**src/rtl/alu_exec_stage_pkg.sv**
```systemverilog
`default_nettype none
// ============================================================================
// Module      : alu_exec_stage_pkg
// Description : Shared ALU operation codes plus the ALUOp / funct constants
//               used by the control decoder that feeds the execute stage.
// Revision    : 1.0 - initial release
// ============================================================================
package alu_exec_stage_pkg;

    typedef enum logic [3:0] {
        ALU_AND = 4'b0000,
        ALU_OR  = 4'b0001,
        ALU_ADD = 4'b0010,
        ALU_XOR = 4'b0011,
        ALU_SUB = 4'b0110,
        ALU_SLT = 4'b0111,
        ALU_NOR = 4'b1100
    } alu_op_e;

    localparam logic [1:0] c_ALUOP_MEM    = 2'b00;
    localparam logic [1:0] c_ALUOP_BRANCH = 2'b01;
    localparam logic [1:0] c_ALUOP_RTYPE  = 2'b10;

    localparam logic [5:0] c_ADD_FUNCT = 6'h20;
    localparam logic [5:0] c_SUB_FUNCT = 6'h22;
    localparam logic [5:0] c_AND_FUNCT = 6'h24;
    localparam logic [5:0] c_OR_FUNCT  = 6'h25;
    localparam logic [5:0] c_XOR_FUNCT = 6'h26;
    localparam logic [5:0] c_NOR_FUNCT = 6'h27;
    localparam logic [5:0] c_SLT_FUNCT = 6'h2a;

endpackage
`default_nettype wire

```
**src/rtl/alu_exec_stage_core.sv**
```systemverilog
`default_nettype none
// ============================================================================
// Module      : alu_core
// Description : Purely combinational 32-bit ALU with zero/overflow/illegal.
// Revision    : 1.0 - initial release
// ============================================================================
module alu_core
    import alu_exec_stage_pkg::*;
#(
    parameter int DATA_W = 32
) (
    input  logic [3:0]        alu_control,
    input  logic [DATA_W-1:0] operand_a,
    input  logic [DATA_W-1:0] operand_b,
    output logic [DATA_W-1:0] result,
    output logic              zero,
    output logic              overflow,
    output logic              illegal
);

    logic [DATA_W-1:0] w_sum;
    logic [DATA_W-1:0] w_diff;
    logic              w_lt;

    assign w_sum  = operand_a + operand_b;
    assign w_diff = operand_a - operand_b;
    assign w_lt   = $signed(operand_a) < $signed(operand_b);

    always_comb begin
        result   = '0;
        overflow = 1'b0;
        illegal  = 1'b0;
        case (alu_control)
            ALU_AND: result = operand_a & operand_b;
            ALU_OR:  result = operand_a | operand_b;
            ALU_XOR: result = operand_a ^ operand_b;
            ALU_NOR: result = ~(operand_a | operand_b);
            ALU_ADD: begin
                result   = w_sum;
                overflow = (operand_a[DATA_W-1] == operand_b[DATA_W-1]) &&
                           (w_sum[DATA_W-1] != operand_a[DATA_W-1]);
            end
            ALU_SUB: begin
                result   = w_diff;
                overflow = (operand_a[DATA_W-1] != operand_b[DATA_W-1]) &&
                           (w_diff[DATA_W-1] != operand_a[DATA_W-1]);
            end
            ALU_SLT: result = {{(DATA_W-1){1'b0}}, w_lt};
            default: illegal = 1'b1;
        endcase
    end

    assign zero = (result == '0);

endmodule
`default_nettype wire

```
**src/rtl/alu_exec_stage.sv**
```systemverilog
`default_nettype none
// ============================================================================
// Module      : alu_exec_stage
// Description : Execute stage: ALU result into an EX/MEM register (M) with a
//               one-entry skid register (S) behind valid/ready handshakes.
// Revision    : 1.0 - initial release
// ============================================================================
module alu_exec_stage
    import alu_exec_stage_pkg::*;
#(
    parameter int DATA_W = 32,
    parameter int REG_W  = 5
) (
    input  logic              clk,
    input  logic              reset,
    input  logic              in_valid,
    output logic              in_ready,
    input  logic [3:0]        alu_control,
    input  logic [DATA_W-1:0] operand_a,
    input  logic [DATA_W-1:0] operand_b,
    input  logic [REG_W-1:0]  rd_in,
    input  logic              flush,
    output logic              out_valid,
    input  logic              out_ready,
    output logic [DATA_W-1:0] alu_result,
    output logic              zero,
    output logic              overflow,
    output logic [REG_W-1:0]  rd_out,
    output logic              illegal_op
);

    logic [DATA_W-1:0] w_result;
    logic              w_zero;
    logic              w_overflow;
    logic              w_illegal;
    logic              w_accept;
    logic              w_drain;

    logic              r_m_valid;
    logic [DATA_W-1:0] r_m_result;
    logic              r_m_zero;
    logic              r_m_overflow;
    logic              r_m_illegal;
    logic [REG_W-1:0]  r_m_rd;

    logic              r_s_valid;
    logic [DATA_W-1:0] r_s_result;
    logic              r_s_zero;
    logic              r_s_overflow;
    logic              r_s_illegal;
    logic [REG_W-1:0]  r_s_rd;

    alu_core #(
        .DATA_W (DATA_W)
    ) u_alu_core (
        .alu_control (alu_control),
        .operand_a   (operand_a),
        .operand_b   (operand_b),
        .result      (w_result),
        .zero        (w_zero),
        .overflow    (w_overflow),
        .illegal     (w_illegal)
    );

    // Ready depends only on the registered skid state, so upstream never
    // sees a combinational path from out_ready.
    assign in_ready = ~reset & ~r_s_valid;
    assign w_accept = in_valid & in_ready & ~flush;
    assign w_drain  = r_m_valid & out_ready;

    always_ff @(posedge clk) begin
        if (reset) begin
            r_m_valid    <= 1'b0;
            r_m_result   <= '0;
            r_m_zero     <= 1'b1;
            r_m_overflow <= 1'b0;
            r_m_illegal  <= 1'b0;
            r_m_rd       <= '0;
            r_s_valid    <= 1'b0;
            r_s_result   <= '0;
            r_s_zero     <= 1'b1;
            r_s_overflow <= 1'b0;
            r_s_illegal  <= 1'b0;
            r_s_rd       <= '0;
        end else if (flush) begin
            r_m_valid <= 1'b0;
            r_s_valid <= 1'b0;
        end else if (w_drain && r_s_valid) begin
            // S is full so in_ready is low: no accept can coincide here.
            r_m_valid    <= 1'b1;
            r_m_result   <= r_s_result;
            r_m_zero     <= r_s_zero;
            r_m_overflow <= r_s_overflow;
            r_m_illegal  <= r_s_illegal;
            r_m_rd       <= r_s_rd;
            r_s_valid    <= 1'b0;
        end else if (w_accept && (!r_m_valid || w_drain)) begin
            r_m_valid    <= 1'b1;
            r_m_result   <= w_result;
            r_m_zero     <= w_zero;
            r_m_overflow <= w_overflow;
            r_m_illegal  <= w_illegal;
            r_m_rd       <= rd_in;
        end else if (w_accept) begin
            r_s_valid    <= 1'b1;
            r_s_result   <= w_result;
            r_s_zero     <= w_zero;
            r_s_overflow <= w_overflow;
            r_s_illegal  <= w_illegal;
            r_s_rd       <= rd_in;
        end else if (w_drain) begin
            r_m_valid <= 1'b0;
        end
    end

    assign out_valid  = r_m_valid;
    assign alu_result = r_m_result;
    assign zero       = r_m_zero;
    assign overflow   = r_m_overflow;
    assign rd_out     = r_m_rd;
    assign illegal_op = r_m_illegal;

endmodule
`default_nettype wire

```
**config.mk**
```make
export PLATFORM = sky130hd
export DESIGN_NAME = alu_exec_stage
export DESIGN_NICKNAME = d
export VERILOG_FILES = /design/src/rtl/alu_exec_stage_pkg.sv /design/src/rtl/alu_exec_stage_core.sv /design/src/rtl/alu_exec_stage.sv
export SDC_FILE = /design/constraint.sdc
export NUM_CORES = 1
export LEC_CHECK = 0
export ABC_AREA = 0
export BUFFER_PORTS_ARGS = -buffer_cell sky130_fd_sc_hd__buf_2
export CORE_MARGIN = 2
export CORE_UTILIZATION = 55
export DETAILED_ROUTE_END_ITERATION = 12
export PLACE_DENSITY = 0.84
export SLEW_MARGIN = 20
export SYNTH_ARGS = -nofsm -noshare
export SYNTH_HDL_FRONTEND = slang
export SYNTH_SLANG_ARGS = --single-unit
```
**constraint.sdc**
```tcl
create_clock -name clk -period 3.73 [get_ports clk]
set_input_delay 0.9325 -clock clk [delete_from_list [all_inputs] [get_ports clk]]
set_output_delay 0.9325 -clock clk [all_outputs]
set_load 0.01 [all_outputs]
```
---- Yosys cells after proc, flatten, opt, wreduce, memory -nomap -nowiden ----
Index checks and enable logic that the tools add are counted.
word-level totals
  input port bits ......................... 78
  output and inout bits ................... 42
  word-level logic and storage cells ...... 73
  register bits ........................... 82
cells by class
  equal/unequal tests ..................... 11
  magnitude comparators ................... 1
  reductions and logical operators ........ 17
  muxes and demuxes ....................... 17
  add/subtract/negate cells ............... 2
  bitwise operators ....................... 13
operators with widths
  operator            count
  $pmux 32 s7         1
  $mux 32             2
  $add 32x32->32      1
  $and 32x32->32      1
  $logic_not 32->1    1
  $lt 32x32->1        1
  $not 32->32         1
  $or 32x32->32       1
  $sub 32x32->32      1
  $xor 32x32->32      1
  $mux 1              11
  $mux 5              2
  $eq 4x2->1 const B  2
  $eq 4x3->1 const B  2
  $reduce_or 7->1     1
  $reduce_and 2->1    3
  $not 1->1           5
  $and 1x1->1         4
  $eq 4x1->1 const B  1
  $eq 4x4->1 const B  1
  $logic_and 1x1->1   4
  $logic_not 4->1     1
  $reduce_and 4->1    1
  $ne 1x1->1          3
  other kinds (9)     9

---- Logic depth before layout (Yosys ltp) ----
  word-level depth ........................ 7
  mapped depth ............................ 15
  mapped depth without buffers ............ 14

---- Hierarchy ----
Synthesis repeated with hierarchy kept, for this count alone.
second synthesis, totals
  cell total of the unflattened synthesis .. 1314
  area total of the unflattened synthesis .. 9601.7 sq um
by module, submodules not included
  module          area an instance (sq um)  instances  seq. area each (sq um)  cells each
  alu_core        6128.4                    1          0.0                     943
  alu_exec_stage  3473.3                    1          1641.6                  371

---- Worst setup path before layout ----
No wires, ideal clock.
  path type ............................... input port to flip-flop
  from .................................... in operand_a[0]
  to ...................................... reg r_m_zero (netlist: zero)
  cell stages on the path ................. 14
  buffers on the path ..................... 0
  required time ........................... 3.651 ns
  setup time .............................. 0.079 ns
  data arrival time ....................... 3.779 ns
  path slack .............................. -0.128 ns
  cell sequence ........................... ha_1 inv_1 fa_1 nor2b_1 o31ai_2 a2111oi_2 o21ai_1 xnor2_1 a2111oi_1 and2_1 nand4bb_1 nor4_1 nand4_1 o211ai_1
between the ends
  longest elaborated chain between the ends .. 6
  elaborated cells between the ends (all ways) .. 11
  those cells by class .................... add/sub (2); order compare (1); mux (3); bitwise (4); reduce/logical (1)
RTL lines
  element                                                 line                       text
  from (decl)                                             alu_exec_stage.sv:19       input logic [DATA_W-1:0] operand_a,
  branches (longest 2 deep; another with $sub 32x32->32)  -
  $pmux 32 s7 *                                           alu_exec_stage_core.sv:33  case (alu_control)
  $logic_not 32->1 *                                      alu_exec_stage_core.sv:53  assign zero = (result == '0);
  $mux 1 *                                                alu_exec_stage.sv:97       end else if (w_accept && (!r_m_valid || w_drain)) begin
  $mux 1 *                                                alu_exec_stage.sv:88       end else if (w_drain && r_s_valid) begin
  to (signal assigned)                                    alu_exec_stage.sv:92       r_m_zero <= r_s_zero;
  to (signal assigned)                                    alu_exec_stage.sv:100      r_m_zero <= w_zero;
  to (decl)                                               alu_exec_stage.sv:41       logic r_m_zero;
Every way passes the cells marked *. The select of a mux whose other input is x is not followed.
A chain may end at the register's enable or synchronous reset.

---- Worst setup path in the final report ----
  from .................................... in operand_b[1]
  to ...................................... reg r_m_zero (netlist: zero)
between the ends
  longest elaborated chain between the ends .. 6
  elaborated cells between the ends (all ways) .. 11
  those cells by class .................... add/sub (2); order compare (1); mux (3); bitwise (4); reduce/logical (1)
RTL lines
  element                                                 line                       text
  from (decl)                                             alu_exec_stage.sv:20       input logic [DATA_W-1:0] operand_b,
  branches (longest 2 deep; another with $sub 32x32->32)  -
  $pmux 32 s7 *                                           alu_exec_stage_core.sv:33
  $logic_not 32->1 *                                      alu_exec_stage_core.sv:53
  $mux 1 *                                                alu_exec_stage.sv:97
  $mux 1 *                                                alu_exec_stage.sv:88
Marked as above.

==> summary.md <==
| Metric | Value |
|---|---|
| Yosys Warn Count | 0 |
| Starting DRT DRC Count | 1,926 |
| Leakage | 6.30 nW |
| Total power per unit cell area | 264 nW/um^2 |
| Detailed Route WL | 43,400 um |
| DP Area | 12,700 sq um |
| CTS H-tree depth | 3 |
| Clock power frac | 0.251 |
| Psw | 1.40 mW |
| Antenna violations before repair | 0 |
| Vias per std cell | 6.65 |
| Worst setup margin | -0.207 ns |
| CTS Buffer Depth | 2 |
| I/O Buffers | 119 |
| Share of cells above drive strength 1 | 0.356 |
| Nets | 1,964 |
| Routed vias | 13,384 |
| I/O pin count | 120 |
| Hold buffers post-CTS | 0 |
| Status | finished with violations |
| Syn Inst Count | 1,384 |
| CP Data Arrival Time | 4.21 ns |
| Clk pin slew, worst setup/hold paths | 0.06 ns |
| Core Footprint | 16,700 sq um |
| Slew Viols, Final | 0 |
| Rel. slew slack | 0.280 |
| Internal | 2.25 mW |
| Seq/Total Area, Yosys | 0.174 |
| Die Footprint | 18,200 sq um |
| Yosys reg bits | 82 |
| CP max-delay cell | a2111o_1 |
| Element type at the critical path start | input port |
| Min Tclk post-route | 3.94 ns |
| Area of the mapped netlist | 9440 sq um |
| Clk sink count | 82 |
| Crit path max fanout | 4 |
| DRC Markers | 0 |
| Starting Density | 0.565 |
| Skew final | 0.00414 ns |
| Gr ovfl total | 0 |
| Vias in the first global route | 12,714 |
| Slew @ Worst Pin | 1.08 ns |
| FF/Latch Area | 1640 sq um |
| Avg WL per Cell | 21.6 um |
| Number of synthesized flops with an enable pin | 0 |
| Rows | 47 |
| Final setup fails | 9 |
| Fin area | 13,800 sq um |
| CP Cell Sequence | buf_12 -> inv_6 -> buf_4 -> ha_1 -> o21ba_4 -> a2111o_1 -> a21oi_4 -> nor2_1 -> a22o_1 -> o22ai_1 -> o311a_1 -> nand4_1 -> nor4_2 -> buf_4 -> nand4_1 -> o211ai_1 |
| Total track usage | 0.436 |
| CP peak stage delay | 0.51 ns |
| Seq pwr share | 0.248 |
| Failing checks | negative setup slack |
| Max cap viols | 0 |
| CTS root buffer | clkbuf_16 |
| First-pass GRT wire length | 63,800 um |
| Gpl congestion | 1.05 |
| Period utilisation layout | 1.06 |
| Power Total | 3.65 mW |
| Avg Cell Area, Syn | 6.82 sq um |
| Remaining antenna violation count after routing | 0 |
| Drt pass-1 iters | 6 |
| Post-DP HPWL | 30,400 um |
| RSZ-0062 raised after global routing | true |
| Worst min path class | flip-flop to flip-flop |
| Synthesis-to-finish area growth | 46.6% |
| CTS tree | built |
| Latest clock arrival within the worst-skew pair | 0.34 ns |
| Ys async rst share | 0 |
| CTS Buf Count | 9 |
| Filler cells | 1,079 |
| Diodes inserted | 0 |
| Die W | 135 um |
| Top FF cell, synth | dfxtp_1 |
| Required time of the critical path | 4.00 ns |
| Comb power frac | 0.501 |
| Switch share | 0.384 |
| Max Fclk | 254 MHz |
| Largest net degree at the start of global routing | 81 |
| Peak supply drop | 0.301 mV |
| Setup Crit Path Kind | input port to flip-flop |
| Yosys cell types | 87 |
| Hold Fails Final Rpt | 0 |
| Hold_ws | 0.453 ns |
| CP endpoint kind | flip-flop |
| Syn Nets | 1,561 |
| Overall die height | 135 um |
| Multi-input gate area | 7710 sq um |
[flip-flops by register name, indices dropped and copies added (netlist names), 5 cells and up]
register / flops
rd_out: 5
alu_result: 32
r_s_result: 32
r_s_rd: 5
[final timing paths]
check                                     from              to  slack [ns]  cells after the start
worst max register to register       r_s_valid   alu_result[4]        1.34                      5
worst max-delay path              operand_b[1]            zero       -0.21                     16
worst min-delay path            alu_result[30]  alu_result[30]        0.45                      2
worst min register to register  alu_result[30]  alu_result[30]        0.45                      2
[cell families after synthesis]
logic type               Yosys count  share of synthesized area
AO/OA/AOI/OAI                    504                      0.361
AND/OR/NAND/NOR                  490                      0.240
buffers and inverters            198                     0.0808
adder cells (fa/ha/maj)           99                      0.133
flip-flops                        82                      0.174
XOR/XNOR                           7                    0.00649
multiplexers                       4                    0.00451
[power by group through the flow]
| stage | combinational (mW) | sequential, mW | clock (mW) |
|---|---|---|---|
| 2_1_floorplan | 0.777 | 0.929 | 0 |
| 3_3_place_gp | 1.53 | 0.922 | 0 |
| 3_5_place_dp | 1.55 | 0.923 | 0 |
| 4_1_cts | 1.64 | 0.904 | 0.901 |
| 5_1_grt | 1.92 | 0.906 | 0.937 |
| 6_report | 1.83 | 0.905 | 0.916 |
[metrics by stage]
| stage | util | instances | setup WS [ns] | setup TNS (ns) |
|---|---|---|---|---|
| 6_report | 0.829 | 2012 | -0.207 | -0.851 |
| 5_1_grt | 0.829 | 2012 | -0.451 | -1.91 |
| 4_1_cts | 0.797 | 1997 | -0.0300 | -0.0300 |
| 3_5_place_dp | 0.758 | 1972 | -0.681 | -13.14 |
| 3_3_place_gp | 0.758 | 1972 | -0.705 | -10.89 |
| 2_1_floorplan | - | 1384 | 0.0106 | 0 |
[layer usage]
layer	vias up	part of all wire	track usage	wire length, um
li1	5861	-	-	-
met1	6082	0.36	0.532	15800
met2	1101	0.45	0.726	19300
met3	340	0.11	0.0747	4800
met4	0	0.079	0.249	3440
met5	-	0	0	0
[worst max-delay path: cells and delay by family]
kind | cells | cell delay (ns)
buf+inv | 4 | 0.45
compound gates | 7 | 1.89
fa+ha+maj | 1 | 0.24
simple gates | 4 | 0.69
[timing repair]
item                       CTS  global route
pin swaps                   34            52
buffers inserted             9            15
resized for setup           58            88
setup endpoints to repair   20            22
[synth_stat cells (all sizes together) (6+ instances only)]
cell	number	area, sq um
a2111oi	6	60.1
a211oi	49	373
a21o	13	97.6
a21oi	136	681
a221oi	7	61.3
a22oi	39	293
a311oi	8	70.1
a31oi	20	125
and2	12	75.1
and3	8	50.1
buf	22	103
clkbuf	78	293
dfxtp	82	1640
ha	97	1210
inv	98	368
nand2	95	357
nand2b	10	62.6
nand3	26	130
nand4	19	119
nor2	205	769
nor2b	15	93.8
nor3	54	270
nor4	14	100
o211a	6	60.1
o211ai	20	150
o21a	8	60.1
o21ai	66	330
o21bai	9	67.6
o22a	8	70.1
o22ai	23	144
o311ai	8	70.1
o31a	7	61.3
o31ai	24	209
or3	11	68.8
xnor2	7	61.3
[cell type report]
class,instances,area share
inverters,98,0.0275
multi-input cells,1104,0.557
repair buffers,492,0.255
clock inverters,6,0.00470
flip-flops and latches,82,0.119
clock buffers,10,0.0173
well taps,220,0.0199
[layout by cell type (no fill, tap or decap), types with 19 or more instances in the layout]
master / n
buf_4: 363
dfxtp_1: 82
nand2_1: 94
nor3_1: 45
o211ai_1: 20
o21ai_0: 53
a21oi_1: 115
nand3_1: 25
o22ai_1: 23
nor2_1: 201
ha_1: 86
a22oi_1: 36
buf_2: 113
inv_1: 86
nand4_1: 19
a211oi_1: 42
Note: power is estimated with default switching activity, not from simulation.
